==> config.mk <==
export PLATFORM = sky130hd
export DESIGN_NAME = aes_inv_cipher_iter
export DESIGN_NICKNAME = d
export VERILOG_FILES = /design/src/rtl/aes_pkg.sv /design/src/rtl/inv_sub_box.sv /design/src/rtl/aes_inv_cipher_iter.sv
export SDC_FILE = /design/constraint.sdc
export NUM_CORES = 2
export LEC_CHECK = 0
export CAP_MARGIN = 0
export CELL_PAD_IN_SITES_DETAIL_PLACEMENT = 0
export CELL_PAD_IN_SITES_GLOBAL_PLACEMENT = 1
export CORE_MARGIN = 2
export CORE_UTILIZATION = 34
export CTS_BUF_LIST = sky130_fd_sc_hd__clkbuf_8
export CTS_CLUSTER_SIZE = 8
export DETAILED_ROUTE_END_ITERATION = 7
export PLACE_DENSITY_LB_ADDON = 0.1
export SYNTH_ARGS = -nofsm -noshare
export SYNTH_HDL_FRONTEND = slang
export SYNTH_HIERARCHICAL = 1
export SYNTH_SLANG_ARGS = --single-unit
==> constraint.sdc <==
create_clock -name clk -period 8.67 [get_ports clk]
set_input_delay 0.867 -clock clk [delete_from_list [all_inputs] [get_ports clk]]
set_output_delay 0.867 -clock clk [all_outputs]
set_load 0.02 [all_outputs]
==> src/rtl/aes_pkg.sv <==
// AES shared definitions: sizes, FSM encoding and GF(2^8) helpers.
// Used by both the cipher and inverse-cipher datapaths.
package aes_pkg;

  localparam int AES_NR    = 10;
  localparam int AES_BLK_W = 128;

  typedef enum logic [1:0] {
    S_IDLE  = 2'd0,
    S_ROUND = 2'd1,
    S_FINAL = 2'd2,
    S_DONE  = 2'd3
  } state_e;

  function automatic logic [7:0] xtime(
    input logic [7:0] b
  );
    return {b[6:0], 1'b0} ^ (b[7] ? 8'h1b : 8'h00);
  endfunction

  // Shift-and-add multiply, reduced mod 0x11B.
  function automatic logic [7:0] gf_mul(
    input logic [7:0] a,
    input logic [7:0] k
  );
    logic [7:0] acc;
    logic [7:0] p;
    acc = 8'h00;
    p   = a;
    for (int i = 0; i < 8; i++) begin
      if (k[i]) acc = acc ^ p;
      p = xtime(p);
    end
    return acc;
  endfunction

endpackage

==> src/rtl/inv_sub_box.sv <==
// Inverse AES S-box, one byte, pure table lookup.
// Sixteen copies cover a full block per cycle.
module inv_sub_box (
  input  logic [7:0] a,
  output logic [7:0] y
);

  localparam logic [7:0] INV_SBOX [256] = '{
    8'h52, 8'h09, 8'h6a, 8'hd5, 8'h30, 8'h36, 8'ha5, 8'h38,
    8'hbf, 8'h40, 8'ha3, 8'h9e, 8'h81, 8'hf3, 8'hd7, 8'hfb,
    8'h7c, 8'he3, 8'h39, 8'h82, 8'h9b, 8'h2f, 8'hff, 8'h87,
    8'h34, 8'h8e, 8'h43, 8'h44, 8'hc4, 8'hde, 8'he9, 8'hcb,
    8'h54, 8'h7b, 8'h94, 8'h32, 8'ha6, 8'hc2, 8'h23, 8'h3d,
    8'hee, 8'h4c, 8'h95, 8'h0b, 8'h42, 8'hfa, 8'hc3, 8'h4e,
    8'h08, 8'h2e, 8'ha1, 8'h66, 8'h28, 8'hd9, 8'h24, 8'hb2,
    8'h76, 8'h5b, 8'ha2, 8'h49, 8'h6d, 8'h8b, 8'hd1, 8'h25,
    8'h72, 8'hf8, 8'hf6, 8'h64, 8'h86, 8'h68, 8'h98, 8'h16,
    8'hd4, 8'ha4, 8'h5c, 8'hcc, 8'h5d, 8'h65, 8'hb6, 8'h92,
    8'h6c, 8'h70, 8'h48, 8'h50, 8'hfd, 8'hed, 8'hb9, 8'hda,
    8'h5e, 8'h15, 8'h46, 8'h57, 8'ha7, 8'h8d, 8'h9d, 8'h84,
    8'h90, 8'hd8, 8'hab, 8'h00, 8'h8c, 8'hbc, 8'hd3, 8'h0a,
    8'hf7, 8'he4, 8'h58, 8'h05, 8'hb8, 8'hb3, 8'h45, 8'h06,
    8'hd0, 8'h2c, 8'h1e, 8'h8f, 8'hca, 8'h3f, 8'h0f, 8'h02,
    8'hc1, 8'haf, 8'hbd, 8'h03, 8'h01, 8'h13, 8'h8a, 8'h6b,
    8'h3a, 8'h91, 8'h11, 8'h41, 8'h4f, 8'h67, 8'hdc, 8'hea,
    8'h97, 8'hf2, 8'hcf, 8'hce, 8'hf0, 8'hb4, 8'he6, 8'h73,
    8'h96, 8'hac, 8'h74, 8'h22, 8'he7, 8'had, 8'h35, 8'h85,
    8'he2, 8'hf9, 8'h37, 8'he8, 8'h1c, 8'h75, 8'hdf, 8'h6e,
    8'h47, 8'hf1, 8'h1a, 8'h71, 8'h1d, 8'h29, 8'hc5, 8'h89,
    8'h6f, 8'hb7, 8'h62, 8'h0e, 8'haa, 8'h18, 8'hbe, 8'h1b,
    8'hfc, 8'h56, 8'h3e, 8'h4b, 8'hc6, 8'hd2, 8'h79, 8'h20,
    8'h9a, 8'hdb, 8'hc0, 8'hfe, 8'h78, 8'hcd, 8'h5a, 8'hf4,
    8'h1f, 8'hdd, 8'ha8, 8'h33, 8'h88, 8'h07, 8'hc7, 8'h31,
    8'hb1, 8'h12, 8'h10, 8'h59, 8'h27, 8'h80, 8'hec, 8'h5f,
    8'h60, 8'h51, 8'h7f, 8'ha9, 8'h19, 8'hb5, 8'h4a, 8'h0d,
    8'h2d, 8'he5, 8'h7a, 8'h9f, 8'h93, 8'hc9, 8'h9c, 8'hef,
    8'ha0, 8'he0, 8'h3b, 8'h4d, 8'hae, 8'h2a, 8'hf5, 8'hb0,
    8'hc8, 8'heb, 8'hbb, 8'h3c, 8'h83, 8'h53, 8'h99, 8'h61,
    8'h17, 8'h2b, 8'h04, 8'h7e, 8'hba, 8'h77, 8'hd6, 8'h26,
    8'he1, 8'h69, 8'h14, 8'h63, 8'h55, 8'h21, 8'h0c, 8'h7d
  };

  assign y = INV_SBOX[a];

endmodule

==> src/rtl/aes_inv_cipher_iter.sv <==
// Iterative AES-128 inverse cipher, one round per clock.
// Round keys come combinationally from an external store via rk_idx.
module aes_inv_cipher_iter
  import aes_pkg::*;
#(
  parameter int NR    = AES_NR,
  parameter int BLK_W = AES_BLK_W
) (
  input  logic             clk,
  input  logic             rst,
  input  logic             in_valid,
  output logic             in_ready,
  input  logic [BLK_W-1:0] data_in,
  output logic             out_valid,
  input  logic             out_ready,
  output logic [BLK_W-1:0] data_out,
  output logic [3:0]       rk_idx,
  input  logic [BLK_W-1:0] rk_data,
  output logic             busy
);

  localparam logic [3:0] RND_LAST = 4'(NR - 1);
  localparam logic [3:0] KEY_LAST = 4'(NR);

  state_e           state;
  state_e           state_n;
  logic [3:0]       rnd;
  logic [BLK_W-1:0] st;
  logic [BLK_W-1:0] sr;
  logic [BLK_W-1:0] sb;
  logic [BLK_W-1:0] ark;
  logic [BLK_W-1:0] imc;

  function automatic logic [31:0] inv_mix_col(
    input logic [31:0] a
  );
    logic [7:0] a0, a1, a2, a3;
    logic [7:0] b0, b1, b2, b3;
    a0 = a[7:0];
    a1 = a[15:8];
    a2 = a[23:16];
    a3 = a[31:24];
    b0 = gf_mul(a0, 8'h0e) ^ gf_mul(a1, 8'h0b)
       ^ gf_mul(a2, 8'h0d) ^ gf_mul(a3, 8'h09);
    b1 = gf_mul(a0, 8'h09) ^ gf_mul(a1, 8'h0e)
       ^ gf_mul(a2, 8'h0b) ^ gf_mul(a3, 8'h0d);
    b2 = gf_mul(a0, 8'h0d) ^ gf_mul(a1, 8'h09)
       ^ gf_mul(a2, 8'h0e) ^ gf_mul(a3, 8'h0b);
    b3 = gf_mul(a0, 8'h0b) ^ gf_mul(a1, 8'h0d)
       ^ gf_mul(a2, 8'h09) ^ gf_mul(a3, 8'h0e);
    return {b3, b2, b1, b0};
  endfunction

  // Row r rotates right by r: out[r,c] = in[r,(c-r) mod 4].
  always_comb begin
    sr = '0;
    for (int r = 0; r < 4; r++) begin
      for (int c = 0; c < 4; c++) begin
        sr[8*(4*c+r) +: 8] =
          st[8*(4*((c-r+4)%4)+r) +: 8];
      end
    end
  end

  for (genvar g = 0; g < 16; g++) begin : g_box
    inv_sub_box u_box (
      .a (sr[8*g +: 8]),
      .y (sb[8*g +: 8])
    );
  end

  assign ark = sb ^ rk_data;

  always_comb begin
    imc = '0;
    for (int c = 0; c < 4; c++) begin
      imc[32*c +: 32] = inv_mix_col(ark[32*c +: 32]);
    end
  end

  always_comb begin
    state_n   = state;
    in_ready  = 1'b0;
    out_valid = 1'b0;
    busy      = 1'b1;
    rk_idx    = 4'd0;
    unique case (state)
      S_IDLE: begin
        in_ready = 1'b1;
        busy     = 1'b0;
        rk_idx   = KEY_LAST;
        if (in_valid) state_n = S_ROUND;
      end
      S_ROUND: begin
        rk_idx = rnd;
        if (rnd == 4'd1) state_n = S_FINAL;
      end
      S_FINAL: state_n = S_DONE;
      S_DONE: begin
        out_valid = 1'b1;
        if (out_ready) state_n = S_IDLE;
      end
      default: state_n = S_IDLE;
    endcase
  end

  always_ff @(posedge clk) begin
    if (rst) begin
      state <= S_IDLE;
      st    <= '0;
      rnd   <= RND_LAST;
    end else begin
      state <= state_n;
      unique case (state)
        S_IDLE: begin
          if (in_valid) begin
            st  <= data_in ^ rk_data;
            rnd <= RND_LAST;
          end
        end
        S_ROUND: begin
          st  <= imc;
          rnd <= rnd - 4'd1;
        end
        S_FINAL: st <= ark;
        default: ;
      endcase
    end
  end

  // st is frozen in DONE, so it doubles as the output register.
  assign data_out = st;

endmodule

After elaboration in Yosys (flattened, before gate mapping)
Memory sizes are Yosys's and may differ from the RTL's.
Index checks and enable logic that the tools add are counted.
- bits in registers: 134
- bits in read-only memories: 32768
- input bits: 260
- output and inout port bits: 135
- logic and storage cells: 367
- memories kept: 16
- memories (memory ; depth ; bits a word ; rd ports ; clocked after memory_dff ; write ports ; RTL line ; RTL):
    (no name shown) ; 256 ; 8 ; 1 ; 0 ; 0 ; inv_sub_box.sv:43 ; assign y = INV_SBOX[a];
    (no name shown) ; 256 ; 8 ; 1 ; 0 ; 0 ; inv_sub_box.sv:43 ;
    (no name shown) ; 256 ; 8 ; 1 ; 0 ; 0 ; inv_sub_box.sv:43 ;
    (no name shown) ; 256 ; 8 ; 1 ; 0 ; 0 ; inv_sub_box.sv:43 ;
    (no name shown) ; 256 ; 8 ; 1 ; 0 ; 0 ; inv_sub_box.sv:43 ;
    (no name shown) ; 256 ; 8 ; 1 ; 0 ; 0 ; inv_sub_box.sv:43 ;
    +10 memories ; -- ; -- ; -- ; -- ; -- ; -- ;
- $add $sub $neg: 1
- magnitude comparators: 16
- equal/unequal tests: 7
- mux-type cells: 92
- bitwise logic cells: 226
- reductions and logical operators: 6
- operators by type and width (operator ; count):
    $xor A8 B8 Y8 ; 165
    $pmux W128 S3 ; 1
    $xor A8 B5 Y8 ; 43
    $mux W8 ; 32
    $xor A128 B128 Y128 ; 2
    $mux W5 ; 48
    $ge A9 B9 Y1 const B ; 16
    $not A8 Y9 ; 16
    $mux W128 ; 1
    $pmux W4 S2 ; 2
    $pmux W2 S4 ; 1
    $mux W2 ; 3
    $ne A2 B2 Y1 const B ; 3
    $eq A2 B2 Y1 const B ; 2
    $eq A4 B1 Y1 const B ; 1
    $mux W4 ; 1
    $reduce_and A2 Y1 ; 2
    $sub A4 B1 Y4 const B ; 1
    $mux W1 ; 3
    $reduce_and A3 Y1 ; 1
    $reduce_bool A3 Y1 ; 1
    $eq A2 B1 Y1 const B ; 1
    $logic_not A2 Y1 ; 1
    $reduce_bool A2 Y1 ; 1

Longest topological paths before layout
- word-level depth: 16
- gate-level depth with buffers: 20
- depth with buffers taken out: 15

By module
The synthesis kept the hierarchy.
- modules (own cells, without submodules) (module ; instances ; cells each ; area each (um^2) ; seq. area each (um^2)):
    inv_sub_box (g_box[13].u_box ...) ; 12 ; 545 ; 3368.2 ; 0.0
    aes_inv_cipher_iter ; 1 ; 1974 ; 18161.2 ; 2682.6
    inv_sub_box (g_box[10].u_box ...) ; 2 ; 531 ; 3454.6 ; 0.0
    inv_sub_box (g_box[0].u_box) ; 1 ; 544 ; 3435.8 ; 0.0
    inv_sub_box (g_box[12].u_box) ; 1 ; 530 ; 3301.9 ; 0.0

Worst setup path after synthesis
No wires, ideal clock.
- path kind: register to register
- from: register st[16] (netlist: data_out[16])
- to: register st[76] (netlist: data_out[76])
- library setup time: 132 ps
- arrival: 4767 ps
- data required time: 8538 ps
- path slack: 3771 ps
- stages on the path, launching flop included: 19
- path buffers: 4
- clock period less this slack: 4899 ps
- cell sequence: dfxtp_1 -> buf_2 -> buf_2 -> inv_1 -> ha_1 -> buf_2 -> clkbuf_1 -> mux2i_1 -> mux4_2 -> o2bb2ai_1 -> o21ai_1 -> nand3_1 -> o31ai_1 -> xor2_1 -> xnor3_1 -> xnor3_1 -> xnor3_1 -> a221oi_1 -> nor3_1
- longest elaborated chain between the ends: 13
- ends and longest elaborated chain (what ; RTL line ; RTL):
    from (decl) ; aes_inv_cipher_iter.sv:28 ; logic [BLK_W-1:0] st;
    from (signal assigned) ; aes_inv_cipher_iter.sv:117 ; st <= data_in ^ rk_data;
    from (signal assigned) ; aes_inv_cipher_iter.sv:122 ; st <= imc;
    from (signal assigned) ; aes_inv_cipher_iter.sv:125 ; S_FINAL: st <= ark;
    $not A8 Y9 (implied by the code) ; inv_sub_box.sv:43 ;
    $mem_v2 Z256 W8 ; -- ;
    $mux W8 (implied by the code) (2 in series) ; inv_sub_box.sv:43 ;
    net sb[86] ; aes_inv_cipher_iter.sv:30 ; logic [BLK_W-1:0] sb;
    $xor A128 B128 Y128 ; aes_inv_cipher_iter.sv:72 ; assign ark = sb ^ rk_data;
    $xor A8 B5 Y8 ; aes_pkg.sv:18 ; return {b[6:0], 1'b0} ^ (b[7] ? 8'h1b : 8'h00);
    $mux W5 ; aes_pkg.sv:18 ;
    $xor A8 B5 Y8 (2 in series) ; aes_pkg.sv:18 ;
    $xor A8 B8 Y8 ; aes_pkg.sv:31 ; if (k[i]) acc = acc ^ p;
    $xor A8 B8 Y8 (2 in series) ; aes_inv_cipher_iter.sv:46 ; ^ gf_mul(a2, 8'h0b) ^ gf_mul(a3, 8'h0d);
    $pmux W128 S3 ; aes_inv_cipher_iter.sv:114 ; unique case (state)
The timed path passes the listed nets, and every way through them passes these cells. The select of a mux whose other input is x is not followed.
A chain may end at the register's enable or synchronous reset.

Worst setup path after layout
- from: register st[41] (netlist: data_out[41])
- to: register st[65] (netlist: data_out[65])
- RTL lines (what ; RTL line ; RTL):
    $not A8 Y9 (implied by the code) ; inv_sub_box.sv:43 ;
    $mem_v2 Z256 W8 ; -- ;
    $mux W8 (implied by the code) (2 in series) ; inv_sub_box.sv:43 ;
    net sb[73] ; aes_inv_cipher_iter.sv:30 ;
    $xor A128 B128 Y128 ; aes_inv_cipher_iter.sv:72 ;
    $xor A8 B8 Y8 (2 in series) ; aes_pkg.sv:31 ;
    $xor A8 B8 Y8 ; aes_inv_cipher_iter.sv:43 ; b0 = gf_mul(a0, 8'h0e) ^ gf_mul(a1, 8'h0b)
    $xor A8 B8 Y8 (2 in series) ; aes_inv_cipher_iter.sv:44 ; ^ gf_mul(a2, 8'h0d) ^ gf_mul(a3, 8'h09);
    $pmux W128 S3 ; aes_inv_cipher_iter.sv:114 ;
The timed path passes the listed nets, and every way through them passes these cells. The select of a mux whose other input is x is not followed.

==> impl_metrics.json <==
{
  "outcome": "finished, violations left",
  "failed_checks": "design-rule violations, max-capacitance violations, max-slew violations",
  "chipWidth_um": 465,
  "finClkSkew_ns": 0.0346,
  "global_route.usage.met1": 0.520,
  "floorplan.io_pins": 395,
  "grt_start_max_net_pins": 88,
  "timing.max_cap.violations": 1,
  "r2r_setup_slack_ns": 1.04,
  "clock_tree.root_cell": "sky130_fd_sc_hd__clkbuf_8",
  "ratio_of_cells_with_drive_above_1_in_the_final_layout": 0.0700,
  "layout_commonest_cell": "sky130_fd_sc_hd__nand2_1",
  "worst_setup_path_start_kind": "flop",
  "cts.repair.resized": 0,
  "worst_max_slew_pin_slew_ns": 1.54,
  "dieArea_mm2": 0.216,
  "final_net_count": 10700,
  "cts.hold.buffers_added": 0,
  "mostFrequentLayoutCells": "sky130_fd_sc_hd__nand2_1 (969), sky130_fd_sc_hd__o21ai_0 (924), sky130_fd_sc_hd__a21oi_1 (921)",
  "synthesis.yosys.warnings": 6,
  "clock_insertion_delay_worst_skew_ns": 0.71,
  "synth-edff-count": 0,
  "synth.net_count": 11300,
  "synth_top_flop_cell": "sky130_fd_sc_hd__dfxtp_1",
  "tritoncts": "done",
  "grt_first_pass_wirelength_um": 638000,
  "detail_route.wirelength_um": 447000,
  "min_period_over_period": 0.880,
  "drtIter0Drc": 15700,
  "crit_path_top_delay_cell": "sky130_fd_sc_hd__dfxtp_1",
  "syn_area_per_cell_um2": 6.78,
  "timing.max_slew.rel_slack": -0.0543,
  "cp-end-kind": "flop",
  "syn_inst": 10700,
  "clkSinkCount": 134,
  "path_delay_family": "XOR/XNOR gates",
  "place_congestion": 1.05,
  "hp-class": "reg -> reg",
  "async_flop_share": 0,
  "crit_path_max_fanout": 21,
  "design.core.area_mm2": 0.212,
  "grt_setup_unrepaired": "no",
  "clock_tree_buffer_depth": 2,
  "h-tree-depth": 4,
  "finalWorstPathRequiredPeriod_ns": 7.63,
  "initial_utilization": 0.341,
  "layout_filler_cell_count": 23000,
  "drc": 10,
  "clock.fmax_mhz": 131,
  "vias": 91300,
  "ant_nets": 0,
  "yosys_register_bits": 134,
  "number_of_buffers_added_on_ports": 394,
  "number_of_buffers_inserted_during_clock_tree_synthesis": 17,
  "crit_required_ns": 9.21,
  "worst_hold_slack_ns": 0.491,
  "avgRoutedWirePerCell_um": 34.5,
  "floorplan.rows": 169,
  "cts.reportedPaths.clkPinSlew_ns": 0.12,
  "globalRouteMet2Util": 0.591,
  "cts_setup_buffers": 0,
  "detail_route.first_pass.iterations": 8,
  "routed_via_density": 7.05,
  "global_route.usage.met3": 0.0799,
  "count_of_final_max_slew_check_failures": 2,
  "max_stage_delay_ns": 1.18,
  "worst-setup-path-type": "reg -> reg",
  "synthesis.area_mm2": 0.0722,
  "dp_hpwl_um": 325000,
  "finalSetupTns_ns": 0,
  "antenna_found_initial": 16,
  "cp.arrival_ns": 8.17,
  "layer_carrying_the_most_global_route_usage": "met2",
  "final-hold-violation-count": 0,
  "grt_pass1_vias": 83800,
  "timing.critical_path.mode_cell": "sky130_fd_sc_hd__xnor2_1",
  "critical_path.cell_chain": "inv_1 > ha_1 > nand2_1 > o21ai_0 > nor2_1 > a2111oi_0 > or4_1 > nand3_1 > xnor2_1 > xnor3_1 > xor2_1 > xnor2_1 > xnor2_1 > a211oi_1 > nor3_1",
  "setup_viol": 0,
  "synthDistinctLibCells": 110,
  "die_height_um": 465,
  "grtUsageTotal": 0.391,
  "fraction_of_the_yosys_area_taken_by_sequential_cells": 0.0371,
  "global_route.overflow_total": 0,
  "worstPathBufferInverterCount": 1,
  "layout-area-overhead-vs-synth_pct": 5.31
}
-- routing by layer --
metal	wire length [um]	vias up
li1	-	38800
met1	178000	44000
met2	191000	7116
met3	48100	1420
met4	29500	14
met5	95	-
-- state kept, by name (all words and copies together) (netlist names) --
signal	count
rnd	4
state	2
data_out	128
-- cell type report --
class	count	area (um2)	share of cell area
clock inverter	15	178	0.00234
sequential	134	2850	0.0375
clock buffer	17	234	0.00308
multi-input combinational	9120	62800	0.825
inverter	225	848	0.0112
timing repair buffer	613	5610	0.0738
tap	2821	3530	0.0464
antenna	7	17.5	0.000230
-- synthesized netlist by cell type (44+ instances only) --
cell / n / area share
sky130_fd_sc_hd__nand2_1: 971 / 0.050
sky130_fd_sc_hd__o21ai_0: 924 / 0.064
sky130_fd_sc_hd__a21oi_1: 921 / 0.064
sky130_fd_sc_hd__xnor2_1: 707 / 0.086
sky130_fd_sc_hd__nor2_1: 548 / 0.028
sky130_fd_sc_hd__buf_2: 495 / 0.034
sky130_fd_sc_hd__clkbuf_1: 474 / 0.025
sky130_fd_sc_hd__nand3_1: 400 / 0.028
sky130_fd_sc_hd__ha_1: 343 / 0.059
sky130_fd_sc_hd__nand2b_1: 314 / 0.027
sky130_fd_sc_hd__nor3_1: 311 / 0.022
sky130_fd_sc_hd__a31oi_1: 263 / 0.023
sky130_fd_sc_hd__nor2b_1: 261 / 0.023
sky130_fd_sc_hd__a211oi_1: 235 / 0.024
sky130_fd_sc_hd__a311oi_1: 222 / 0.027
sky130_fd_sc_hd__o211ai_1: 188 / 0.020
sky130_fd_sc_hd__inv_1: 178 / 0.0093
sky130_fd_sc_hd__o22ai_1: 171 / 0.015
sky130_fd_sc_hd__xor2_1: 158 / 0.019
sky130_fd_sc_hd__a221oi_1: 142 / 0.017
sky130_fd_sc_hd__dfxtp_1: 134 / 0.037
sky130_fd_sc_hd__o31ai_1: 134 / 0.014
sky130_fd_sc_hd__o311ai_0: 120 / 0.015
sky130_fd_sc_hd__nand4_1: 110 / 0.0095
sky130_fd_sc_hd__and3_1: 104 / 0.0090
sky130_fd_sc_hd__xnor3_1: 103 / 0.032
sky130_fd_sc_hd__mux2i_1: 100 / 0.014
sky130_fd_sc_hd__buf_4: 91 / 0.0095
sky130_fd_sc_hd__o2111ai_1: 75 / 0.0091
sky130_fd_sc_hd__a211o_1: 74 / 0.0090
sky130_fd_sc_hd__or2_2: 72 / 0.0062
sky130_fd_sc_hd__o221ai_1: 70 / 0.0085
sky130_fd_sc_hd__a21o_1: 63 / 0.0065
sky130_fd_sc_hd__nand3b_1: 59 / 0.0061
sky130_fd_sc_hd__a221o_1: 58 / 0.0080
sky130_fd_sc_hd__buf_6: 52 / 0.0081
sky130_fd_sc_hd__mux4_2: 49 / 0.015
sky130_fd_sc_hd__and2_1: 44 / 0.0038
sky130_fd_sc_hd__buf_1: 44 / 0.0023
sky130_fd_sc_hd__mux2_2: 44 / 0.0069
-- worst min-delay path, stage by stage (launching register included) --
cell and delay, ns:
sky130_fd_sc_hd__dfxtp_1 0.33, sky130_fd_sc_hd__nand2_1 0.05, sky130_fd_sc_hd__o21ai_0 0.06
-- final timing paths --
| path | to | depth (start not counted) | start |
|---|---|---|---|
| setup / recovery | data_out[65]$_SDFFE_PP0P_ | 15 | data_out[41]$_SDFFE_PP0P_ |
| hold / removal | data_out[23]$_SDFFE_PP0P_ | 2 | data_out[23]$_SDFFE_PP0P_ |
| setup reg to reg | data_out[65]$_SDFFE_PP0P_ | 15 | data_out[41]$_SDFFE_PP0P_ |
| hold reg to reg | data_out[23]$_SDFFE_PP0P_ | 2 | data_out[23]$_SDFFE_PP0P_ |
-- cells by family after synthesis --
family	after synthesis	synth area share
and+or+nand+nor	3412	0.235
adders and majority gates	343	0.0594
AOI/OAI and AO/OA	4127	0.380
buffers and inverters	1396	0.0943
muxes	195	0.0363
xor gates and xnor gates	1043	0.157
DFF	134	0.0371
-- per-stage QoR --
stage | utilization | cells | setup slack (ns) | area [um2]
after floorplan | - | 10700 | 3.77 | 72200
after global placement | 0.357 | 12900 | 1.31 | 75600
after detailed placement | 0.357 | 12900 | 1.44 | 75600
after CTS | 0.359 | 12900 | 1.34 | 76000
after global routing | 0.359 | 12900 | 0.951 | 76000
final | 0.359 | 13000 | 1.04 | 76100
Power is not shown: default switching activity piles up to over one toggle a cycle in this logic, so the estimate is an artifact.
